<file path="src/rtl/ro_puf_sequencer_if.sv">
// ro_puf_sequencer_if: host request/response and RO PUF core handshake bundle
interface ro_puf_sequencer_if #(parameter int RESP_W = 16);
  logic START;
  logic [5:0] SEED;
  logic PUF_EN;
  logic [2:0] PUF_CHAL_0;
  logic [2:0] PUF_CHAL_1;
  logic PUF_RESPONSE;
  logic PUF_DONE;
  logic PUF_BUSY;
  logic [RESP_W-1:0] RESPONSE;
  logic DONE;
  logic BUSY;
  logic ERR;
  modport slave (
    input START, SEED, PUF_RESPONSE, PUF_DONE, PUF_BUSY,
    output PUF_EN, PUF_CHAL_0, PUF_CHAL_1, RESPONSE, DONE, BUSY, ERR
  );
  modport master (
    output START, SEED, PUF_RESPONSE, PUF_DONE, PUF_BUSY,
    input PUF_EN, PUF_CHAL_0, PUF_CHAL_1, RESPONSE, DONE, BUSY, ERR
  );
endinterface

</file>
<file path="src/rtl/ro_puf_sequencer.sv">
// ro_puf_sequencer: LFSR-challenged RO PUF evaluation sequencer with watchdog (RO_SEQ_MAJORITY_VOTE_EN adds 3-vote majority per bit)
module ro_puf_sequencer #(
  parameter int RESP_W = 16,
  parameter int TIMEOUT_CYC = 200000,
  parameter int GAP_CYC = 4
) (
  input logic CLK,
  input logic RST_N,
  ro_puf_sequencer_if.slave bus
);
  localparam int IW = RESP_W > 1 ? $clog2(RESP_W) : 1;
  localparam int WW = $clog2(TIMEOUT_CYC + 1);
  localparam logic [WW-1:0] TO_LAST = WW'(TIMEOUT_CYC - 1);
  localparam logic [WW-1:0] GAP_LAST = WW'(GAP_CYC > 0 ? GAP_CYC - 1 : 0);
  localparam logic [IW-1:0] IDX_LAST = IW'(RESP_W - 1);
  typedef enum logic [2:0] {S_IDLE, S_LOAD, S_ARM, S_WAIT, S_CAPTURE, S_GAP, S_FINISH, S_ERROR} state_t;
  state_t state_q, state_d;
  logic [1:0] rst_sync_q;
  logic [5:0] lfsr_q, lfsr_d;
  logic [IW-1:0] idx_q, idx_d;
  logic [WW-1:0] wdog_q, wdog_d;
  logic [RESP_W-1:0] resp_q, resp_d;
  logic err_q, err_d;
  logic rst_n_i, last_vote, bit_val, timeout, active;
  always_ff @(posedge CLK or negedge RST_N)
    if (!RST_N) rst_sync_q <= 2'b00;
    else rst_sync_q <= {rst_sync_q[0], 1'b1};
  assign rst_n_i = rst_sync_q[1];
`ifdef RO_SEQ_MAJORITY_VOTE_EN
  logic [1:0] vcnt_q, vcnt_d;
  logic [1:0] votes_q, votes_d;
  assign last_vote = vcnt_q == 2'd2;
  assign bit_val = (votes_q[0] & votes_q[1]) | (votes_q[0] & bus.PUF_RESPONSE) | (votes_q[1] & bus.PUF_RESPONSE);
  always_ff @(posedge CLK or negedge rst_n_i)
    if (!rst_n_i) begin
      vcnt_q <= 2'd0;
      votes_q <= 2'b00;
    end else begin
      vcnt_q <= vcnt_d;
      votes_q <= votes_d;
    end
  always_comb begin
    vcnt_d = vcnt_q;
    votes_d = votes_q;
    if (state_q == S_IDLE && bus.START) vcnt_d = 2'd0;
    else if (state_q == S_CAPTURE) begin
      vcnt_d = last_vote ? 2'd0 : vcnt_q + 2'd1;
      if (!last_vote) votes_d[vcnt_q[0]] = bus.PUF_RESPONSE;
    end
  end
`else
  assign last_vote = 1'b1;
  assign bit_val = bus.PUF_RESPONSE;
`endif
  assign timeout = wdog_q == TO_LAST;
  assign active = state_q inside {S_LOAD, S_ARM, S_WAIT, S_CAPTURE, S_GAP};
  assign bus.PUF_EN = state_q == S_ARM || state_q == S_WAIT;
  assign bus.PUF_CHAL_0 = active ? lfsr_q[2:0] : 3'd0;
  assign bus.PUF_CHAL_1 = active ? lfsr_q[5:3] : 3'd0;
  assign bus.RESPONSE = resp_q;
  assign bus.DONE = state_q == S_FINISH;
  assign bus.BUSY = active;
  assign bus.ERR = err_q;
  always_ff @(posedge CLK or negedge rst_n_i)
    if (!rst_n_i) begin
      state_q <= S_IDLE;
      lfsr_q <= 6'h01;
      idx_q <= '0;
      wdog_q <= '0;
      resp_q <= '0;
      err_q <= 1'b0;
    end else begin
      state_q <= state_d;
      lfsr_q <= lfsr_d;
      idx_q <= idx_d;
      wdog_q <= wdog_d;
      resp_q <= resp_d;
      err_q <= err_d;
    end
  always_comb begin
    state_d = state_q;
    lfsr_d = lfsr_q;
    idx_d = idx_q;
    resp_d = resp_q;
    err_d = err_q;
    wdog_d = timeout ? wdog_q : wdog_q + WW'(1);
    case (state_q)
      S_IDLE: if (bus.START) begin
        state_d = S_LOAD;
        lfsr_d = bus.SEED == 6'h00 ? 6'h01 : bus.SEED;
        idx_d = '0;
        resp_d = '0;
        err_d = 1'b0;
      end
      S_LOAD: begin
        state_d = S_ARM;
        wdog_d = '0;
      end
      S_ARM: begin
        state_d = timeout ? S_ERROR : bus.PUF_BUSY ? S_WAIT : S_ARM;
        err_d = timeout;
      end
      S_WAIT: begin
        state_d = timeout ? S_ERROR : bus.PUF_DONE ? S_CAPTURE : S_WAIT;
        err_d = timeout;
      end
      S_CAPTURE: begin
        wdog_d = '0;
        state_d = S_GAP;
        if (last_vote) begin
          resp_d[idx_q] = bit_val;
          lfsr_d = {lfsr_q[4:0], lfsr_q[5] ^ lfsr_q[4]};
          state_d = idx_q == IDX_LAST ? S_FINISH : S_GAP;
          idx_d = idx_q == IDX_LAST ? idx_q : idx_q + IW'(1);
        end
      end
      S_GAP: begin
        state_d = timeout ? S_ERROR : (!bus.PUF_BUSY && !bus.PUF_DONE && wdog_q >= GAP_LAST) ? S_LOAD : S_GAP;
        err_d = timeout;
      end
      default: state_d = S_IDLE;
    endcase
  end
endmodule

</file>
<file path="src/flat_wrapper.sv">
// flat-port wrapper written by rule: the top's interface ports become plain ports
module ro_puf_sequencer_flat 
#(
  parameter int RESP_W = 16,
  parameter int TIMEOUT_CYC = 200000,
  parameter int GAP_CYC = 4
)
  (CLK, RST_N, bus_START, bus_SEED, bus_PUF_RESPONSE, bus_PUF_DONE, bus_PUF_BUSY, bus_PUF_EN, bus_PUF_CHAL_0, bus_PUF_CHAL_1, bus_RESPONSE, bus_DONE, bus_BUSY, bus_ERR);
  ro_puf_sequencer_if #(.RESP_W(RESP_W)) bus_i ();
  input logic CLK;
  input logic RST_N;
  input wire logic [$bits(bus_i.START)-1:0] bus_START;
  input wire logic [$bits(bus_i.SEED)-1:0] bus_SEED;
  input wire logic [$bits(bus_i.PUF_RESPONSE)-1:0] bus_PUF_RESPONSE;
  input wire logic [$bits(bus_i.PUF_DONE)-1:0] bus_PUF_DONE;
  input wire logic [$bits(bus_i.PUF_BUSY)-1:0] bus_PUF_BUSY;
  output wire logic [$bits(bus_i.PUF_EN)-1:0] bus_PUF_EN;
  output wire logic [$bits(bus_i.PUF_CHAL_0)-1:0] bus_PUF_CHAL_0;
  output wire logic [$bits(bus_i.PUF_CHAL_1)-1:0] bus_PUF_CHAL_1;
  output wire logic [$bits(bus_i.RESPONSE)-1:0] bus_RESPONSE;
  output wire logic [$bits(bus_i.DONE)-1:0] bus_DONE;
  output wire logic [$bits(bus_i.BUSY)-1:0] bus_BUSY;
  output wire logic [$bits(bus_i.ERR)-1:0] bus_ERR;
  assign bus_i.START = bus_START;
  assign bus_i.SEED = bus_SEED;
  assign bus_i.PUF_RESPONSE = bus_PUF_RESPONSE;
  assign bus_i.PUF_DONE = bus_PUF_DONE;
  assign bus_i.PUF_BUSY = bus_PUF_BUSY;
  assign bus_PUF_EN = bus_i.PUF_EN;
  assign bus_PUF_CHAL_0 = bus_i.PUF_CHAL_0;
  assign bus_PUF_CHAL_1 = bus_i.PUF_CHAL_1;
  assign bus_RESPONSE = bus_i.RESPONSE;
  assign bus_DONE = bus_i.DONE;
  assign bus_BUSY = bus_i.BUSY;
  assign bus_ERR = bus_i.ERR;
  ro_puf_sequencer #(.RESP_W(RESP_W), .TIMEOUT_CYC(TIMEOUT_CYC), .GAP_CYC(GAP_CYC)) u_core (.CLK(CLK), .RST_N(RST_N), .bus(bus_i));
endmodule
</file>
<file path="config.mk">
export PLATFORM = sky130hd
export DESIGN_NAME = ro_puf_sequencer_flat
export DESIGN_NICKNAME = d
export VERILOG_FILES = /design/src/rtl/ro_puf_sequencer_if.sv /design/src/rtl/ro_puf_sequencer.sv /design/src/flat_wrapper.sv
export SDC_FILE = /design/constraint.sdc
export NUM_CORES = 1
export LEC_CHECK = 0
export ABC_AREA = 1
export BUFFER_PORTS_ARGS = -buffer_cell sky130_fd_sc_hd__clkbuf_2
export CORE_MARGIN = 5
export CORE_UTILIZATION = 40
export CTS_CLUSTER_DIAMETER = 30
export DETAILED_ROUTE_END_ITERATION = 10
export GPL_ROUTABILITY_DRIVEN = 0
export HOLD_SLACK_MARGIN = 0.15
export PLACE_DENSITY_LB_ADDON = 0.1
export SLEW_MARGIN = 25
export SYNTH_ARGS = -nofsm -noshare
export SYNTH_HDL_FRONTEND = slang
export SYNTH_SLANG_ARGS = --single-unit
</file>
<file path="constraint.sdc">
create_clock -name CLK -period 3.29 [get_ports CLK]
set_input_delay 0.329 -clock CLK [delete_from_list [all_inputs] [get_ports CLK]]
set_output_delay 0.329 -clock CLK [all_outputs]
set_load 0.005 [all_outputs]
</file>
==> metrics.txt <==
status completed; clk sinks 50; syn_nets 380; initial antenna violation count 0; Seq/Total Area, Yosys 0.4483; final net count 420; Buf/Inv on CP 1; commonest cells after routing, fill and taps aside 69 x nand2_1, 48 x inv_1, 48 x dfrtp_1; Cell Rows 30; DP HPWL 4.809 mm; required time of the critical path 2.96 ns; Max VDD drop 0.3442 mV; Hold EP u_core.lfsr_q[0]; final wirelength 6.301 mm; clk root buf clkbuf_8; Netlist cell types 34; layout cells sized above 1 0.1757; post-route setup TNS 0 ns; reg2reg start u_core.state_q[1]; IO Pins 38; Max clock buf depth 2; Crit path largest cell delay 0.52 ns; area grow syn2layout 15.41%; Max Cap Viol 0; min cycle time layout 2.313 ns; global route total overflow 0; Post-CTS Hold Fix Bufs 1; max frequency 0.4324 GHz; Clock Latency Late Sink 0.30 ns; Post-Syn Area 2794 um^2; CP Max Fanout 12; Post-CTS Resized 0; Iteration-0 DRC Markers 111; Most Frequent Cell on Critical Path nor2_1; reg2reg end u_core.wdog_q[2]; Slew Viols, Final 0; Total Routing Usage GR 0.1614; flop2flop setup slack 1.51 ns; minimum hold slack 0.3372 ns; Startpoint Class flip-flop; core area 6794 um^2; Rel. slew slack 0.4806; R2R cell count 6; WS Path Type flip-flop to primary output; largest net degree at the start of global routing 37; die area 8756 um^2; Worst EP arrival 1.98 ns; final setup violation count 0; Hold/Removal Path Class primary input to flip-flop; Reg clk slew, reported paths 0.10 ns; Tcrit/Tclk final 0.7030; Avg Cell Area, Syn 7.697 um^2; # diodes 0; DRT Pass-1 Iters 6; routed vias 2,414; Clock Skew 0.007304 ns; slowest CP cell nor2_1; Hold Vio Cnt, Final 0; share of the synthesized area in the top cell type 0.4389; dominant cells by area after synthesis dfrtp_1 44%, nand2_1 9.3%, nand3_1 7.7%, inv_1 6.4%, nor2_1 5.4%; Pwr Density 633.6 nW/um^2; Worst Tran Pin Value 0.7790 ns; total number of yosys warnings 0; worst hold path startpoint bus_SEED[0]; first-pass GRT wire length 11.28 mm; Chip Height 93.58 um; postcts setup bufs 0; Seq cells post-synth 50; vias in the first global route 2,396; Yosys top cell by area dfrtp_1; DR vias/cell 4.828; Post-Layout Cell Count 500; htree depth 2; Setup WS post-layout 0.9772 ns; cells along the critical path nor2_4 -> nand2_4 -> nand2_1 -> nor2_1 -> nor2_1 -> clkbuf_2; post-route DRC violation count 0; Cells after Synth 363; RSZ-0062 raised after global routing no; CP endpoint kind primary output; Die Width 93.58 um; hold depth 3; Area after DPL 3072 um^2; per-cell routed wire length 12.60 um; Starting Density 0.4112; Leak Pwr 1.613 nW; Top delay family on crit path simple AND/OR/NAND/NOR gates; TritonCTS buffer count 5; DP Worst Slack 1.274 ns; port buffer count 37; TritonCTS clock tree yes; commonest non-fill, non-tap cell in the layout nand2_1; fin area 3224 um^2; placed insts 491; antenna-violating nets left 0
-- report_power, final --
part           internal [W]  switching [W]
combinational      0.000241       0.000457
sequential         0.000713       0.000101
clock              0.000324       0.000208
-- routing by layer --
layer,vias up,part of all wire,GRT usage
met5,-,0,0
met4,0,0.0090,0.04693
met3,4,0.037,0.03057
met2,51,0.48,0.2698
met1,1110,0.47,0.2123
li1,1249,-,-
-- sequential cells by signal (all words and copies together), names as in the netlist --
| register | count |
|---|---|
| u_core.bus.ERR | 1 |
| u_core.bus.RESPONSE | 16 |
| u_core.idx_q | 4 |
| u_core.lfsr_q | 6 |
| u_core.rst_sync_q | 2 |
| u_core.state_q | 3 |
| u_core.wdog_q | 18 |
-- worst max-delay path by stage --
stage | from | endpoint | slack, ns | cells after the start
after global placement | u_core.state_q[0] | bus_BUSY | 1.34 | 6
final | u_core.state_q[0] | bus_PUF_CHAL_1[0] | 0.98 | 6
after floorplan | u_core.rst_sync_q[1] | u_core.bus.ERR | 1.80 | 0
after detailed placement | u_core.state_q[0] | bus_PUF_CHAL_1[0] | 1.27 | 6
after global routing | u_core.state_q[0] | bus_PUF_CHAL_1[0] | 0.79 | 6
after CTS | u_core.state_q[0] | bus_PUF_CHAL_1[0] | 0.93 | 6
-- metrics by stage --
step	utilization	power [W]
floorplan	-	0.001330
global placement	0.4521	0.001518
detailed placement	0.4521	0.001536
CTS	0.4746	0.002077
global route	0.4746	0.002219
finish	0.4746	0.002043
-- kinds of logic after synthesis --
family	count (synthesis)	synth area share
adder cells (fa/ha/maj)	5	0.02239
buffers and inverters	61	0.08866
AND/OR/NAND/NOR	187	0.3220
other	1	0.001342
flip-flops	50	0.4483
AO/OA/AOI/OAI	53	0.09852
XOR/XNOR	6	0.01881
-- worst reg2reg max path, cell delays in order (launching register included) --
cell	delay [ns]
dfrtp_1	0.44
nor2_4	0.19
nand2_4	0.12
nand2_1	0.36
inv_2	0.21
nand3_2	0.22
o21ai_0	0.12
-- cells in the mapped netlist (all sizes together) --
library cell / number
nand2: 71
inv: 54
dfrtp: 49
nor2: 48
nand3: 47
o21ai: 35
nor3: 16
a21oi: 11
buf: 5
ha: 5
o22ai: 4
xnor2: 4
a31oi: 2
nand4: 2
xor2: 2
a22oi: 1
and3: 1
clkbuf: 1
clkinv: 1
conb: 1
dfstp: 1
nor4: 1
or2: 1
-- final cells by class --
class | count | area, um^2
sequential | 50 | 1254
clock buffer | 6 | 82.58
timing repair buffer | 39 | 202.7
multi-input combinational | 252 | 1294
clock inverter | 2 | 60.06
inverter | 55 | 211.5
tap | 96 | 120.1
fill | 671 | 3570
No activity file was read; power rests on OpenSTA's default activity.
